## src/rtl/hd6309_avalon_arbiter.sv

```systemverilog
// hd6309_avalon_arbiter: two-port Avalon-MM arbiter (CPU bridge on port 0, loader/DMA on port 1) onto one downstream port.
// Define HD6309_ARB_ROUND_ROBIN_EN for round-robin arbitration; otherwise port 0 has fixed priority.
module hd6309_avalon_arbiter #(
   parameter int WIDTH = 16
) (
   input  logic             clk,
   input  logic             reset_n,
   input  logic [WIDTH-1:0] s0_address,
   input  logic             s0_read,
   input  logic             s0_write,
   input  logic [7:0]       s0_writedata,
   output logic [7:0]       s0_readdata,
   output logic             s0_waitrequest,
   input  logic [WIDTH-1:0] s1_address,
   input  logic             s1_read,
   input  logic             s1_write,
   input  logic [7:0]       s1_writedata,
   output logic [7:0]       s1_readdata,
   output logic             s1_waitrequest,
   output logic [WIDTH-1:0] m_address,
   output logic             m_read,
   output logic             m_write,
   output logic [7:0]       m_writedata,
   input  logic [7:0]       m_readdata,
   input  logic             m_waitrequest,
   output logic [1:0]       grant
);
   typedef enum logic [1:0] {IDLE, BUSY, DONE} state_t;
   state_t state;
   logic req0, req1, win1;
   assign req0 = s0_read | s0_write;
   assign req1 = s1_read | s1_write;
`ifdef HD6309_ARB_ROUND_ROBIN_EN
   logic last_served;
   assign win1 = req1 & (~req0 | ~last_served);
   always_ff @(posedge clk or negedge reset_n)
      if (!reset_n) last_served <= 1'b0;
      else if (state == IDLE && (req0 | req1)) last_served <= win1;
`else
   assign win1 = req1 & ~req0;
`endif
   always_ff @(posedge clk or negedge reset_n) begin
      if (!reset_n) begin
         state          <= IDLE;
         grant          <= 2'b00;
         m_address      <= '0;
         m_writedata    <= 8'h00;
         m_read         <= 1'b0;
         m_write        <= 1'b0;
         s0_readdata    <= 8'h00;
         s1_readdata    <= 8'h00;
         s0_waitrequest <= 1'b1;
         s1_waitrequest <= 1'b1;
      end else begin
         case (state)
            IDLE: if (req0 | req1) begin
               state       <= BUSY;
               grant       <= win1 ? 2'b10 : 2'b01;
               m_address   <= win1 ? s1_address : s0_address;
               m_writedata <= win1 ? s1_writedata : s0_writedata;
               m_write     <= win1 ? s1_write : s0_write;
               m_read      <= win1 ? (s1_read & ~s1_write) : (s0_read & ~s0_write);
            end
            BUSY: if (!m_waitrequest) begin
               state          <= DONE;
               m_read         <= 1'b0;
               m_write        <= 1'b0;
               s0_waitrequest <= ~grant[0];
               s1_waitrequest <= ~grant[1];
               if (m_read && grant[0]) s0_readdata <= m_readdata;
               if (m_read && grant[1]) s1_readdata <= m_readdata;
            end
            default: begin
               state          <= IDLE;
               grant          <= 2'b00;
               s0_waitrequest <= 1'b1;
               s1_waitrequest <= 1'b1;
            end
         endcase
      end
   end
endmodule
```

## config.mk

```make
export PLATFORM = sky130hd
export DESIGN_NAME = hd6309_avalon_arbiter
export DESIGN_NICKNAME = d
export VERILOG_FILES = /design/src/rtl/hd6309_avalon_arbiter.sv
export SDC_FILE = /design/constraint.sdc
export NUM_CORES = 1
export LEC_CHECK = 0
export CAP_MARGIN = 10
export CORE_AREA = 3 3 77 79
export DETAILED_ROUTE_END_ITERATION = 10
export DIE_AREA = 0 0 80 82
export PLACE_DENSITY = 0.84
export RECOVER_POWER = 50
export REMOVE_ABC_BUFFERS = 1
export SLEW_MARGIN = 15
export SYNTH_ARGS = -nofsm -noshare
export SYNTH_HDL_FRONTEND = slang
export SYNTH_SLANG_ARGS = --single-unit
```

## constraint.sdc

```tcl
create_clock -name clk -period 3 [get_ports clk]
set_clock_uncertainty 0.05 [all_clocks]
set_input_delay 0.9 -clock clk [delete_from_list [all_inputs] [get_ports clk]]
set_output_delay 0.9 -clock clk [all_outputs]
set_load 0.03 [all_outputs]
```

Yosys cells after proc, flatten, opt, wreduce, memory -nomap -nowiden
Index checks and enable logic that the tools add are counted.
{"block": "totals", "output_inout_bits": 46, "register_bits": 48}
{"block": "op_classes", "bitwise_logic": 14, "mux": 19, "n_reduce_logical": 11, "eq_ne": 3}
{"cell": "$mux 16", "n": 1}
{"cell": "$reduce_and 3->1", "n": 3}
{"cell": "$mux 2", "n": 4}
{"cell": "$mux 8", "n": 1}
{"cell": "$not 1->1", "n": 8}
{"cell": "$pmux 1 s2", "n": 4}
{"cell": "$pmux 2 s2", "n": 2}
{"cell": "$reduce_and 2->1", "n": 4}
{"cell": "$mux 1", "n": 7}
{"cell": "$ne 2x2->1 const B", "n": 2}
{"cell": "$and 1x1->1", "n": 3}
{"cell": "$or 1x1->1", "n": 3}
{"cell": "$eq 2x1->1 const B", "n": 1}
{"cell": "$logic_and 1x1->1", "n": 2}
{"cell": "$logic_not 2->1", "n": 1}
{"cell": "$reduce_bool 2->1", "n": 1}

Depth between registers and ports, before layout
Gate-level depths: netlist of the first run.
{"block": "depth", "depth_word": 6, "depth_mapped": 5}

Worst setup path after synthesis of the first run
OpenSTA, ideal clock, no wires.
{"block": "synth_timing", "kind": "input to register", "from": "input port s1_write", "to": "register m_write", "setup_time_ns": 0.125, "setup_slack_ns": 0.890, "path_stages": 4, "arrival_time_ns": 1.935, "t_required_ns": 2.825, "path_cell_list": "or2_2 -> buf_2 -> o31ai_4 -> mux2_2"}
{"block": "synth_between", "elab_chain_len": 5, "word_cells_on_any_way": 8, "classes_between": "eq/ne: 1; mux: 3; bitwise: 3; reduce/logical: 1"}
{"item": "from (decl)", "line": "16", "text": "input logic s1_write,"}
{"item": "$or 1x1->1", "line": "32", "text": "assign req1 = s1_read | s1_write;"}
{"item": "$and 1x1->1", "line": "40", "text": "assign win1 = req1 & ~req0;"}
{"item": "$mux 1", "line": "61", "text": "m_write <= win1 ? s1_write : s0_write;"}
{"item": "$mux 1", "line": "56", "text": "IDLE: if (req0 | req1) begin"}
{"item": "$pmux 1 s2", "line": "55", "text": "case (state)"}
{"item": "to (signal assigned)", "line": "61"}
{"item": "to (decl)", "line": "22", "text": "output logic m_write,"}
Several ways; a longest one is shown, not always the timed one. The select of a mux whose other input is x is not followed.
A chain may end at the register's enable or synchronous reset.

Worst setup path after layout of the first run
{"block": "layout_timing", "from": "input port s0_write", "to": "register m_write"}
{"block": "layout_between", "elab_chain_len": 6, "word_cells_on_any_way": 9, "classes_between": "eq/ne: 1; mux: 3; bitwise: 4; reduce/logical: 1"}
{"item": "from (decl)", "line": "10", "text": "input logic s0_write,"}
{"item": "$or 1x1->1", "line": "31", "text": "assign req0 = s0_read | s0_write;"}
{"item": "$not 1->1", "line": "40"}
{"item": "$and 1x1->1", "line": "40"}
{"item": "$mux 1", "line": "61"}
{"item": "$mux 1", "line": "56"}
{"item": "$pmux 1 s2", "line": "55"}
Several ways; a longest one is shown, not always the timed one. The select of a mux whose other input is x is not followed.

==> metrics.md, run 1 <==
| Metric | Value |
|---|---|
| Total congestion overflow | 0 |
| Vias | about 1700 |
| Non-filler instance count after layout | about 340 |
| Worst skew pair latency | 0.29 ns |
| Critical Path RT | roughly 3.1 ns |
| Final wirelength | between 5 and 6 mm |
| Number of synthesized flops with an enable pin | 0 |
| Min Tclk post-route | between 2 and 3 ns |
| Static Leakage | approximately 0.0013 uW |
| Reg clk slew, reported paths | approximately 0.090 ns |
| CTS tree | built |
| Placed cells | about 330 |
| Max Cap Viol | 0 |
| Postcts setup bufs | 0 |
| Status | complete, no violations |
| GP Congestion | 0.7724 |
| Syn Inst Count | 153 |
| Sequential fraction of the synthesis area | a little under three fifths |
| Area contributors post-synth | dfrtp_1 (55%), o221a_2 (11%), nand3b_1 (7.5%) |
| CP max stage delay | approximately 0.74 ns |
| Tightest Pin Transition | roughly 1.1 ns |
| DRT Pass-1 Iters | 4 |
| Hold Vio Cnt, Final | 0 |
| Critical path capture point type | flop |
| Vias per cell | about 5 |
| Async SR Flop Fraction | 100.0% |
| Type of origin of the critical path | primary input |
| Starting Density | between 30% and 40% |
| Worst hold stages | 1 |
| CP bufs+invs | 2 |
| Post-DR wirelength/cell | 16.25 um |
| Syn-to-layout area delta | 59.45% |
| H-tree depth | 2 |
| Critical path's top delay family | buffers and inverters |
| CTS root buf | clkbuf_8 |
| First-pass GRT wire length | 8.818 mm |
| Resized Gates After CTS | 0 |
| Crit path kind | in2reg |
| Slowest cell on the critical path | o31ai_1 |
| HP Class | reg2reg |
| Max Clock Freq | 377.4 MHz |
| Number of buffers created by CTS | 5 |
| WHS Endpoint | s0_readdata[3] |
| GRT Total Usage | 17.63% |
| DIE AREA | about 6600 um^2 |
| Hold_buf cts | 0 |
| Yosys top cell area share | 54.70% |
| CP max FO | 5 |
| HPWL Detailed | ~4.1 mm |
| P per Cell Area | ~930 nW/um^2 |
| Synth Area per Inst | between 10 and 15 um^2 |
| Vias in the first global route | around 1800 |
| DRT iter0 DRCs | between 80 and 90 |
| ANT nets after route | 0 |
| Period utilisation layout | ~90% |
| Worst-case reg-to-reg path depth | 3 |
| Reg-to-reg startpoint | state[1] |
| Clock Sinks | between 40 and 50 |
| Die Ht | 82 um |
| Worst R2R Setup Slack | between 1 and 1.5 ns |
| Initial antenna violation count | 0 |
| Max_slew headroom | a little under a quarter |
| Layout fillers | approximately 470 |
| IO Pins | approximately 110 |
| DP Worst Slack | between 0.3 and 0.4 ns |
| Final TNS setup | 0 ns |
| IO buf count | between 100 and 150 |
| CP Cell Sequence | dlygate4sd3_1 -> clkbuf_1 -> o31ai_1 -> mux2_2 |
| Residual DRC | 0 |
| Largest net degree at the start of global routing | 28 |
| Core area | around 5400 um^2 |
| CTS Buffer Depth | 2 |
| Total power | 3109 uW |
| Site Rows | 27 |
| Final net count | 327 |
| Antenna diode count | 0 |
| Die width | approximately 80 um |
| VDD IR max | between 400 and 500 uV |
| Unrepaired setup endpoints after global routing | false |
| Mapped cell area | roughly 2100 um^2 |
| Arr. time, crit path | approximately 2.8 ns |
| Hold_ws | between 0.4 and 0.5 ns |
| Synth warnings | 0 |
| Final setup vio count | 0 |
| Hold Crit Start | s0_readdata[3] |
| Prevailing post-synth register cell | dfrtp_1 |
| Layout cells sized above 1 | 20.38% |
| Final Worst Setup Slack | 0.3504 ns |
| Synth area leader | dfrtp_1 |
| Distinct cell type count after synthesis | 28 |
| R2R Path End | m_address[4] |
| FF+latch count, synth | between 40 and 50 |
| Fin. max-slew vios | 0 |
-- worst register-to-register path: cells and delay by family, from the launching register on --
family	cells	cell delay (ns)
compound gates	2	1.11
flops	1	0.52
simple gates	1	0.22
-- kinds of logic after synthesis --
group | Yosys count | share of synthesized area, %
flip-flops | 48 | 57.19
multiplexers | 18 | 9.572
AND/OR/NAND/NOR | 38 | 13.20
AO/OA/AOI/OAI | 36 | 17.24
buffers and inverters | 13 | 2.794
-- layout by cell type, fill, tap and decap left out, types with 2 or more instances in the layout --
cell type        synthesis  final
mux2_1                   4      4
dlygate4sd3_1            0      2
nand3b_1                21     21
a221o_1                  3      3
o221a_2                 21     21
clkdlybuf4s50_1          0    105
mux2_2                  13     13
dfrtp_1                 46     46
a21oi_1                  2      2
nor2_1                   5      5
o21ai_0                  4      3
clkbuf_8                 0      5
and3_1                   3      3
clkbuf_1                 2      2
inv_1                    3      3
buf_4                    0      4
nand3_2                  2      2
nor3b_1                  1      2
a211o_1                  2      2
dfstp_2                  2      2
-- layout make-up --
class	count	area (um^2)	area share (%)
clock buffers	5	68.82	2.051
clock inverters	3	42.54	1.268
inverters	3	11.26	0.3356
multi-input cells	92	825.8	24.61
flip-flops and latches	48	1204	35.87
well taps	72	90.09	2.685
repair buffers	114	1114	33.18
-- power breakdown --
part           leakage (uW)  total, uW  internal (uW)  switching [uW]
sequential         0.000565       1090            917             172
clock             0.0000541        461            247             214
combinational      0.000726       1560            738             821
total               0.00135       3110           1900            1210
-- sequential cells by signal, summed over array words and instances, names as in the netlist --
| name | flops |
|---|---|
| grant | 2 |
| m_write | 1 |
| s1_waitrequest | 1 |
| m_writedata | 8 |
| s0_readdata | 8 |
| s1_readdata | 8 |
| m_address | 16 |
| s0_waitrequest | 1 |
| m_read | 1 |
| state | 2 |
-- synthesized netlist by cell type, types with 2 or more instances --
cell type  number
mux2_1          4
buf_2           8
dfstp_2         2
inv_1           3
nand3_2         2
a211o_1         2
a221o_1         3
o21ai_0         4
a21oi_1         2
dfrtp_1        46
clkbuf_1        2
o221a_2        21
nor2_1          5
and3_1          3
nand3b_1       21
mux2_2         13
-- worst max path at each step --
stage                         startpoint              to  slack [ns]  cells past startpoint
after global routing            s0_write         m_write        0.28                      4
final                           s0_write         m_write        0.35                      4
after detailed placement        s0_write    m_address[4]        0.32                      4
after global placement          s0_write  m_writedata[0]        0.37                      4
after CTS                 s1_waitrequest  s1_waitrequest        0.54                      1
after floorplan                 s0_write    m_address[0]        0.46                      2
-- stage by stage --
step	instance area (um^2)	utilization, %
final	3356	62.08
after global routing	3356	62.08
after CTS	3388	62.69
after detailed placement	3277	60.62
after global placement	3277	60.62
after floorplan	2057	-
-- per-layer routing --
metal	GRT usage, %	share of wire [%]	routed length (um)	vias up
met2	30.05	48	2644	85
met5	0	0	0	-
met4	5.236	1.1	60	0
met1	20.99	41	2244	814
li1	-	-	-	813
met3	6.250	9.6	526	4
Note: power is estimated with default switching activity, not from simulation.
==> run 2, diff against run 1 <==
--- a/config.mk
+++ b/config.mk
@@ -9,9 +9,10 @@
 export CORE_AREA = 3 3 77 79
 export DETAILED_ROUTE_END_ITERATION = 10
 export DIE_AREA = 0 0 80 82
-export PLACE_DENSITY = 0.84
+export PLACE_DENSITY_LB_ADDON = 0.1
 export RECOVER_POWER = 50
 export REMOVE_ABC_BUFFERS = 1
+export SKIP_LAST_GASP = 1
 export SLEW_MARGIN = 15
 export SYNTH_ARGS = -nofsm -noshare
 export SYNTH_HDL_FRONTEND = slang
==> metrics.md, run 2 (same netlist as run 1, synthesis figures left out) <==
| Metric | Value |
|---|---|
| Initial antenna violation count | 0 |
| H-tree depth | 2 |
| GRT Total Usage | between 15 and 20% |
| Period utilisation layout | between 80 and 90% |
| Total congestion overflow | 0 |
| Layout fillers | 470 |
| P per Cell Area | between 900 and 1000 nW/um^2 |
| Syn-to-layout area delta | 59.27% |
| Max_slew headroom | -4.765% |
| Core area | ~5400 um^2 |
| Die Ht | 82 um |
| Failing checks | capacitance limit, slew limit |
| CTS root buf | clkbuf_8 |
| IO Pins | about 110 |
| DRT iter0 DRCs | 95 |
| Resized Gates After CTS | 0 |
| DIE AREA | 6560 um^2 |
| Vias per cell | roughly 5.1 |
| ANT nets after route | 0 |
| Number of buffers created by CTS | 5 |
| Layout cells sized above 1 | 19.55% |
| Final TNS setup | 0 ns |
| Hold Crit Start | s0_readdata[3] |
| Reg clk slew, reported paths | ~0.090 ns |
| Critical path capture point type | flop |
| Hold Vio Cnt, Final | 0 |
| Most frequent cells in the layout | clkdlybuf4s50_1 (105), dfrtp_1 (46), nand3b_1 (21), o221a_2 (21), mux2_2 (13) |
| Post-DR wirelength/cell | about 16 um |
| HP Class | reg2reg |
| Hold_buf cts | 0 |
| Max Clock Freq | ~380 MHz |
| Worst skew pair latency | about 0.3 ns |
| GP Congestion | between 0.7 and 0.8 |
| Vias in the first global route | 1748 |
| Max Cap Viol | 1 |
| Reg-to-reg startpoint | state[1] |
| Utilization after layout | approximately 62% |
| Crit path kind | in2reg |
| Tightest Pin Transition | roughly 1.6 ns |
| Vias | around 1700 |
| Setup crit start | s1_write |
| Largest net degree at the start of global routing | 32 |
| CTS tree | built |
| Placed cells | 330 |
| Largest Register | m_address |
| Static Leakage | around 0.0013 uW |
| Type of origin of the critical path | primary input |
| Residual DRC | 0 |
| Unrepaired setup endpoints after global routing | false |
| CP max FO | 12 |
| IO buf count | around 110 |
| Critical Path RT | 3.14 ns |
| VDD IR max | between 400 and 500 uV |
| Status | complete, but fails checks |
| Postcts setup bufs | 0 |
| Placed Instance Area | about 3300 um^2 |
| Antenna diode count | 0 |
| HPWL Detailed | between 3 and 4 mm |
| Arr. time, crit path | ~2.8 ns |
| Final wirelength | roughly 5.4 mm |
| Final setup vio count | 0 |
| Min Tclk post-route | approximately 2.6 ns |
| Commonest non-fill, non-tap cell in the layout | clkdlybuf4s50_1 |
| Clock Sinks | between 40 and 50 |
| Final Cell Area | approximately 3400 um^2 |
| Non-filler instance count after layout | roughly 340 |
| Number of flip-flops in the largest register | 16 |
| Total power | between 3000 and 4000 uW |
| Site Rows | 27 |
| Die width | ~80 um |
| DRT Pass-1 Iters | 4 |
| Worst R2R Setup Slack | 0.92 ns |
| Fin. max-slew vios | 32 |
| First-pass GRT wire length | around 8.4 mm |
| Starting Density | around 39% |
| Final net count | about 330 |
| CTS Buffer Depth | 2 |
==> run 2: cell count changes in the layout (fill, tap and decap cells not counted), sizes merged <==
cell	delta
buf	+1
bufinv	-1
clkbuf	+1
clkinv	-1
clkinvlp	+1
==> run 2: worst paths after layout <==
check,to,cells past startpoint
worst max-delay path,m_write,4
max in group asynchronous,m_writedata[1],2
min in group asynchronous,state[1],1
worst min-delay path,s0_readdata[3],1
worst max register to register,m_writedata[1],3
worst min register to register,s0_readdata[3],1
==> run 2: power breakdown <==
group	internal, uW	switching (uW)
clock network	187	218
logic	740	817
registers	917	170
==> run 2: critical path, stage by stage <==
cell and delay [ns]:
dlygate4sd3_1 0.57, or2_0 0.51, o31ai_4 0.42, mux2_2 0.37
==> run 2: layout make-up <==
| class | count | area [um^2] | area share [%] |
|---|---|---|---|
| clock inverter | 2 | 15.01 | 0.4479 |
| multi-input combinational | 92 | 829.5 | 24.75 |
| sequential | 48 | 1204 | 35.91 |
| timing repair buffer | 115 | 1120 | 33.41 |
| tap | 72 | 90.09 | 2.688 |
| clock buffer | 6 | 82.58 | 2.464 |
| inverter | 3 | 11.26 | 0.3359 |
==> run 2: stage by stage <==
step                setup slack (ns)  hold WS (ns)
floorplan                     0.4605        0.5515
finish                        0.3646        0.4488
global placement              0.3030        0.4251
global route                  0.2874        0.4727
detailed placement            0.2808        0.4313
CTS                           0.5361        0.4522
==> run 2: metal layers <==
metal	global-route usage, %	up-vias	wire, um
li1	-	816	-
met5	0	-	0
met3	6.469	6	458
met4	5.743	0	69
met1	20.71	835	2269
met2	26.74	77	2566
==> run 3, diff against run 2 <==
--- a/config.mk
+++ b/config.mk
@@ -9,11 +9,12 @@
 export CORE_AREA = 3 3 77 79
 export DETAILED_ROUTE_END_ITERATION = 10
 export DIE_AREA = 0 0 80 82
+export GPL_TIMING_DRIVEN = 0
 export PLACE_DENSITY_LB_ADDON = 0.1
 export RECOVER_POWER = 50
 export REMOVE_ABC_BUFFERS = 1
 export SKIP_LAST_GASP = 1
-export SLEW_MARGIN = 15
+export SLEW_MARGIN = 25
 export SYNTH_ARGS = -nofsm -noshare
 export SYNTH_HDL_FRONTEND = slang
 export SYNTH_SLANG_ARGS = --single-unit
==> metrics.md, run 3 (same netlist as run 1, synthesis figures left out) <==
| Metric | Value |
|---|---|
| Min Tclk post-route | 2.697 ns |
| DP Worst Slack | -0.06852 ns |
| Reg clk slew, reported paths | approximately 0.090 ns |
| Status | complete, no violations |
| CTS root buf | clkbuf_8 |
| Site Rows | 27 |
| Clock Sinks | 48 |
| Max Cap Viol | 0 |
| Most frequent cells in the layout | clkdlybuf4s50_1 (105), dfrtp_1 (46), nand3b_1 (21), o221a_2 (21), mux2_2 (13) |
| Crit path kind | in2reg |
| Net Sw Frac | 38.73% |
| Worst skew pair latency | ~0.30 ns |
| Layout cells sized above 1 | between 10% and 20% |
| CP Cell Sequence | clkdlybuf4s50_1 -> nor2_1 -> a21boi_2 -> o221a_2 |
| Arr. time, crit path | 2.88 ns |
| P_int | roughly 1900 uW |
| P per Cell Area | between 900 and 1000 nW/um^2 |
| Sw Pwr | about 1200 uW |
| Largest Register | m_address |
| Final setup vio count | 0 |
| Layout fillers | roughly 480 |
| Number of flip-flops in the largest register | 16 |
| Max_slew headroom | a little under a quarter |
| Commonest non-fill, non-tap cell in the layout | clkdlybuf4s50_1 |
| Syn-to-layout area delta | 59.10% |
| Power share of the combinational group | approximately 50% |
| Initial antenna violation count | 0 |
| IO buf count | between 100 and 150 |
| CP max stage delay | 0.80 ns |
| Largest net degree at the start of global routing | a little under 50 |
| H-tree depth | 2 |
| HP Class | reg2reg |
| Post-DR wirelength/cell | 15.66 um |
| CP max FO | 21 |
| Critical path capture point type | flop |
| GRT Total Usage | between 15 and 20% |
| Reg power frac | a little over a third |
| Vias | 1672 |
| HPWL Detailed | around 3.8 mm |
| ANT nets after route | 0 |
| CTS tree | built |
| Fin. max-slew vios | 0 |
| Period utilisation layout | about nine tenths |
| Hold_buf cts | 0 |
| Core area | roughly 5400 um^2 |
| Type of origin of the critical path | primary input |
| Worst hold stages | 1 |
| IO Pins | between 100 and 150 |
| Hold Vio Cnt, Final | 0 |
| Worst-case reg-to-reg path depth | 3 |
| Slowest cell on the critical path | a21boi_2 |
| Antenna diode count | 0 |
| Tightest Pin Transition | around 1.1 ns |
| Residual DRC | 0 |
| Hold_ws | approximately 0.45 ns |
| Max Clock Freq | ~370 MHz |
| VDD IR max | about 470 uV |
| Final net count | around 320 |
| Vias per cell | around 5 |
| Total congestion overflow | 0 |
| Number of buffers created by CTS | 5 |
| GP Congestion | 0.7351 |
| Vias in the first global route | between 1500 and 2000 |
| Critical Path RT | 3.19 ns |
| First-pass GRT wire length | 8.142 mm |
| Resized Gates After CTS | 0 |
| Clock share of power | between 10% and 20% |
| Final Worst Setup Slack | 0.3035 ns |
| Final wirelength | ~5.2 mm |
| Static Leakage | ~0.0013 uW |
| CTS Buffer Depth | 2 |
| DRT iter0 DRCs | 106 |
| DIE AREA | around 6600 um^2 |
| Die width | 80 um |
| DRT Pass-1 Iters | 4 |
| Postcts setup bufs | 0 |
| Die Ht | ~82 um |
| Starting Density | 38.94% |
| Unrepaired setup endpoints after global routing | false |
run 3: final timing paths:
kind	startpoint	endpoint	slack, ns
min in group asynchronous	reset_n	m_write	0.77
max in group asynchronous	reset_n	m_address[14]	1.44
worst min register to register	s0_readdata[5]	s0_readdata[5]	0.45
worst max-delay path	s0_write	m_writedata[0]	0.30
worst max register to register	state[1]	m_writedata[0]	0.88
worst min-delay path	s0_readdata[5]	s0_readdata[5]	0.45
run 3: routing by layer:
| layer | GRT usage [%] | share of wire [%] |
|---|---|---|
| met5 | 0 | 0 |
| met4 | 4.054 | 0.56 |
| met3 | 7.237 | 10 |
| met2 | 26.66 | 48 |
| met1 | 19.50 | 41 |
run 3: area by class of cell:
cell class                 instances  area [um^2]  share of cell area (%)
clock inverter                     3        46.29                   1.383
clock buffer                       5        68.82                   2.055
sequential                        48         1204                   35.95
inverter                           3        11.26                  0.3363
timing repair buffer             110         1095                   32.70
multi-input combinational         92        833.3                   24.89
tap                               72        90.09                   2.691
run 3: critical path, delay by kind of cell:
kind                   cells  cell delay [ns]
AOI/OAI and AO/OA          2             1.15
and+or+nand+nor            1             0.15
buffers and inverters      1             0.67
run 3: metrics by stage:
step                      total power [uW]  area (um^2)  setup TNS [ns]  util [%]  cells
after floorplan                       1937         2057               0         -    143
after global placement                2646         3228          -42.25     59.72    323
after detailed placement              2675         3257          -1.128     60.25    325
after CTS                             3155         3372               0     62.38    333
after global routing                  3269         3348               0     61.94    333
final                                 3109         3348               0     61.94    333
run 3: power by group through the flow:
stage	Sequential (uW)	Clock, uW	Combinational [uW]
after floorplan	1600	0	338
after global placement	1080	0	1560
after detailed placement	1090	0	1590
after CTS	1080	481	1590
after global routing	1120	508	1650
final	1080	472	1560
